--- config.mk ---
export PLATFORM = sky130hd
export DESIGN_NAME = hazard_control
export DESIGN_NICKNAME = d
export VERILOG_FILES = /design/src/rtl/hazard_control_pkg.sv /design/src/rtl/hazard_control_perf_counter.sv /design/src/rtl/hazard_control.sv
export SDC_FILE = /design/constraint.sdc
export NUM_CORES = 1
export LEC_CHECK = 0
export CORE_ASPECT_RATIO = 1.5
export CORE_MARGIN = 2
export CORE_UTILIZATION = 39
export CTS_BUF_LIST = sky130_fd_sc_hd__clkbuf_4 sky130_fd_sc_hd__clkbuf_8 sky130_fd_sc_hd__clkbuf_16
export DETAILED_ROUTE_END_ITERATION = 12
export MAX_ROUTING_LAYER = met4
export PLACE_DENSITY = 0.69
export SYNTH_ARGS = -nofsm -noshare
export SYNTH_HDL_FRONTEND = slang
export SYNTH_HIERARCHICAL = 1
export SYNTH_SLANG_ARGS = --single-unit
--- constraint.sdc ---
create_clock -name clock -period 2.2 [get_ports clock]
set_clock_uncertainty 0.05 [all_clocks]
set_input_delay 0.66 -clock clock [delete_from_list [all_inputs] [get_ports clock]]
set_output_delay 0.66 -clock clock [all_outputs]
set_load 0.005 [all_outputs]
--- src/rtl/hazard_control_pkg.sv ---
// hazard_control_pkg: shared pipeline-control types for the hazard unit
package hazard_control_pkg;
  typedef enum logic [1:0] {WB_NONE, WB_ALU, WB_MEM, WB_CSR} writebackType_;
  typedef enum logic [1:0] {CSR_NONE, CSR_RW, CSR_RS, CSR_RC} CSROp_;
  typedef enum logic [1:0] {RUN, MEM_WAIT, CSR_DRAIN, TRAP_FLUSH} hazardState_;
  localparam int unsigned DRAIN_CYCLES = 2;
endpackage

--- src/rtl/hazard_control_perf_counter.sv ---
// perf_counter: free-running event counter, wraps at 2^W
module perf_counter #(
  parameter int W = 32
) (
  input  logic         clock_i,
  input  logic         reset_i,
  input  logic         enable_i,
  output logic [W-1:0] count_o
);
  logic [W-1:0] count_q;
  always_ff @(posedge clock_i or posedge reset_i)
    if (reset_i) count_q <= '0;
    else if (enable_i) count_q <= count_q + 1'b1;
  assign count_o = count_q;
endmodule

--- src/rtl/hazard_control.sv ---
// hazard_control: pipeline stall/flush arbitration for memory waits, CSR drains, traps, branches and load-use
module hazard_control
  import hazard_control_pkg::*;
#(
  parameter int unsigned WAIT_LIMIT = 255
) (
  input  logic          clock,
  input  logic          reset,
  input  logic [4:0]    fetchDecodeRegister1,
  input  logic [4:0]    fetchDecodeRegister2,
  input  logic [4:0]    decodeExecuteDestinationRegister,
  input  logic          decodeExecuteValid,
  input  writebackType_ decodeExecuteWritebackType,
  input  CSROp_         decodeExecuteCSROp,
  input  logic          executeBranchTaken,
  input  logic          trapRequest,
  input  logic          memoryRequest,
  input  logic          memoryReady,
  output logic          stallFetch,
  output logic          stallDecode,
  output logic          stallExecute,
  output logic          stallMemory,
  output logic          flushDecode,
  output logic          flushExecute,
  output logic          flushMemory,
  output logic          memoryTimeout,
  output logic [31:0]   stallCount
);
  hazardState_ state_q, state_d;
  logic [7:0]  wait_q, wait_d;
  logic [1:0]  drain_q, drain_d;
  logic mem_stall, csr_hit, load_use, timeout;
  logic live, stall_all, run_free, branch, lu, drain, flushing, stall_fd;
  assign mem_stall = memoryRequest && !memoryReady;
  assign csr_hit   = decodeExecuteValid && decodeExecuteCSROp != CSR_NONE;
  assign load_use  = decodeExecuteValid && decodeExecuteWritebackType == WB_MEM &&
                     decodeExecuteDestinationRegister != 5'd0 &&
                     (decodeExecuteDestinationRegister == fetchDecodeRegister1 ||
                      decodeExecuteDestinationRegister == fetchDecodeRegister2);
  assign timeout   = state_q == MEM_WAIT && !trapRequest && !memoryReady &&
                     wait_q == 8'(WAIT_LIMIT - 1);
  always_ff @(posedge clock or posedge reset)
    if (reset) begin
      state_q <= RUN;
      wait_q  <= '0;
      drain_q <= '0;
    end else begin
      state_q <= state_d;
      wait_q  <= wait_d;
      drain_q <= drain_d;
    end
  always_comb begin
    state_d = state_q;
    wait_d  = wait_q;
    drain_d = drain_q;
    if (trapRequest) state_d = TRAP_FLUSH;
    else
      case (state_q)
        RUN:
          if (mem_stall) begin
            state_d = MEM_WAIT;
            wait_d  = '0;
          end else if (!executeBranchTaken && csr_hit) begin
            state_d = CSR_DRAIN;
            drain_d = '0;
          end
        MEM_WAIT:
          if (memoryReady) state_d = RUN;
          else if (timeout) state_d = TRAP_FLUSH;
          else wait_d = wait_q + 8'd1;
        CSR_DRAIN:
          if (drain_q == 2'(DRAIN_CYCLES - 1)) state_d = RUN;
          else drain_d = drain_q + 2'd1;
        default: state_d = RUN;
      endcase
  end
  // A trap request silences every lower-priority action in its own cycle
  assign live      = !reset && !trapRequest;
  assign stall_all = live && ((state_q == RUN && mem_stall) || (state_q == MEM_WAIT && !memoryReady));
  assign run_free  = live && state_q == RUN && !mem_stall;
  assign branch    = run_free && executeBranchTaken;
  assign lu        = run_free && !executeBranchTaken && !csr_hit && load_use;
  assign drain     = live && state_q == CSR_DRAIN;
  assign flushing  = !reset && state_q == TRAP_FLUSH;
  assign stall_fd  = stall_all || lu || drain;
  always_comb begin
    flushDecode   = branch || flushing;
    flushExecute  = branch || lu || flushing;
    flushMemory   = flushing;
    stallFetch    = stall_fd;
    stallDecode   = stall_fd && !flushDecode;
    stallExecute  = stall_all && !flushExecute;
    stallMemory   = stall_all && !flushMemory;
    memoryTimeout = !reset && timeout;
  end
  perf_counter #(.W(32)) u_stall_count (
    .clock_i (clock),
    .reset_i (reset),
    .enable_i(stallFetch || stallDecode || stallExecute || stallMemory),
    .count_o (stallCount)
  );
endmodule

==> flow_summary.toml <==
[drt]
dr_wl_met2_mm = 3.501
dr_wl_met3_um = 264
drt_wl_total_mm = 6.233
vias = 2242
drt_iter0_drc = 61
via_per_inst = 5.214
ant_nets = 0
firstDrtPassIters = 4
highest_layer = "met4"
drt-met1-wl_mm = 2.396
drc = 0
wire_per_inst_um = 14.50

[timing]
hold_ws_ns = 0.4155
drv_slew = 0
slew_headroom = 0.6474
setup_tns_ns = -5.941
post-route-period-util = 1.144
finalSetupViolCount = 32
setup_ws_ns = -0.3168
period_needed_ns = 2.517
max_freq_mhz = 397.3
rsz0062_at_grt = "true"
tightest_slew_ns = 0.5278
hold_viol = 0

[grt]
overflow = 0
grt_max_degree = 33
grt_pass1_wl_mm = 10.37
grt_pass1_vias = 2351
antenna_found_initial = 0
grt_use_total = 0.1978

[cells_and_area]
final-instance-count-excl-fill = 430
num-nets-final = 385
synthToLayoutAreaGrowth_pct = 61.23
postLayoutCoreUtil = 0.6476
stdcell_area_mm2 = 0.003970
drive_gt1_frac = 0.3708
diodes = 0
fill_cells = 490

[synth]
yosysTopAreaCell = "dfrtp_1"
synth_nets = 270
synth_edf_count = 0
synth_common_cells = "44 x dfrtp_1, 25 x xnor2_1, 21 x nand2_1, 18 x xor2_1, 16 x nor2_1"
mappedNetlistArea_mm2 = 0.002462
synth_most_common_cell = "dfrtp_1"
synth_flop_cell = "dfrtp_1"
synth.top_cell.area_share = 0.4472
ys_ff_latch = 44
syn_inst = 240
synth_seq_area_share = 0.4472
yosysWarnings = 6
synth.avg_cell_area_um2 = 10.26
synth_area_leaders = "dfrtp_1 45%, xnor2_1 8.9%, xor2_1 6.4%"
async_flop_share = 1.000
ys_types = 50

[floorplan]
rows = 35
ios = 66
core_mm2 = 0.006131
die_h_um = 101.3
initial_utilization = 0.4016
die_w_um = 68.88
die-area_mm2 = 0.006979

[clocking]
cts_buffers = 5
clk_pin_slew_ns = 0.07
cts_hold_buf = 0
cts_tree = "built"
cts.path.max_buffers = 2
cts_root_buf = "clkbuf_8"
cts.htree.levels = 2
cts.sinks = 44
clk_latency_ns = 0.30

[critical_path]
crit_type = "input pin to primary output"
arrival_ns = 1.81
critPathMaxFanout = 3
critPathRequiredTime_ns = 1.49
end_kind = "primary output"
critPathLaunchType = "input pin"

[outcome]
status = "finished with violations"
violations = "negative setup slack"

[power_and_ir_drop]
peakVddDrop_v = 0.0002497
p_leak_nw = 1.980
power.density_mw_per_mm2 = 514.0

[min_path]
hold_class = "register to register"

[job]
drv_cap = 0

[place]
port_buffers = 65
post-place-cells = 404
placed_cell_area_mm2 = 0.003550
dp_hpwl_mm = 4.422
gp_congestion = 0.7840
[stage by stage]
stage | power (mW) | setup WS [ns]
floorplan | 1.232 | -0.1846
global placement | 1.491 | -0.9580
detailed placement | 1.508 | -0.9941
CTS | 2.065 | -0.3218
global route | 2.160 | -0.3900
finish | 2.041 | -0.3168
[state kept, by name (all words and copies together) (netlist names)]
signal,flops
drain_q,2
state_q,2
u_stall_count/count_o,32
wait_q,8
[final timing paths]
check	slack, ns	from	to	depth (start not counted)
setup / recovery	-0.32	decodeExecuteDestinationRegister[1]	flushExecute	6
hold / removal	0.42	u_stall_count/count_o[31]	u_stall_count/count_o[31]	1
setup reg to reg	-0.17	state_q[0]	u_stall_count/count_o[29]	11
hold reg to reg	0.42	u_stall_count/count_o[31]	u_stall_count/count_o[31]	1
max in group asynchronous	1.28	reset	wait_q[5]	3
min in group asynchronous	0.49	reset	drain_q[0]	3
[area by class of cell]
class                           instances  area, um^2  area share
Clock inverter                          1       8.758    0.002206
Tap cell                               74       92.59     0.02332
Inverter                                7       26.28    0.006618
Multi-Input combinational cell        184        1660      0.4182
Clock buffer                            7       83.83     0.02112
Sequential cell                        44        1101      0.2773
Timing Repair Buffer                  113       997.2      0.2512
[cell families after synthesis]
kind of cell | count (synthesis) | share of synthesized area
AO/OA/AOI/OAI | 25 | 0.07165
XOR/XNOR | 43 | 0.1529
adder cells (fa/ha/maj) | 4 | 0.02033
buffers and inverters | 12 | 0.02388
flip-flops | 44 | 0.4472
multiplexers | 2 | 0.008638
AND/OR/NAND/NOR | 110 | 0.2754
[what timing repair did]
item | in CTS | in global routing
gates resized for setup | 135 | 29
buffers inserted | 18 | 5
pin swaps | 57 | 34
setup endpoints to repair | 46 | 43
[critical path, cell delays in order]
cell and delay [ns]:
buf_8 0.10, or4_4 0.54, o2111ai_4 0.22, buf_6 0.13, nand2b_1 0.04, buf_2 0.12
[placed cells by master, fill, tap and decap left out, types with 8 or more instances in the layout]
| cell | Yosys | routed |
|---|---|---|
| buf_2 | 2 | 14 |
| buf_4 | 1 | 32 |
| buf_6 | 1 | 15 |
| clkdlybuf4s15_1 | 0 | 8 |
| clkdlybuf4s50_1 | 0 | 32 |
| dfrtp_1 | 44 | 44 |
| nand2_1 | 21 | 17 |
| nand3_1 | 14 | 13 |
| nor2_1 | 16 | 12 |
| xnor2_1 | 25 | 22 |
| xor2_1 | 18 | 18 |
[report_power, final]
part / total, mW / switching (mW) / internal (mW)
clock network: 0.526 / 0.274 / 0.252
logic: 0.531 / 0.224 / 0.307
registers: 0.984 / 0.0972 / 0.886
[routing by layer]
layer	global-route usage	vias to the layer above
li1	-	1080
met1	0.2240	1085
met2	0.3439	71
met3	0.03333	6
met4	0.06787	0
met5	-	-
(Power assumes the default switching activity.)
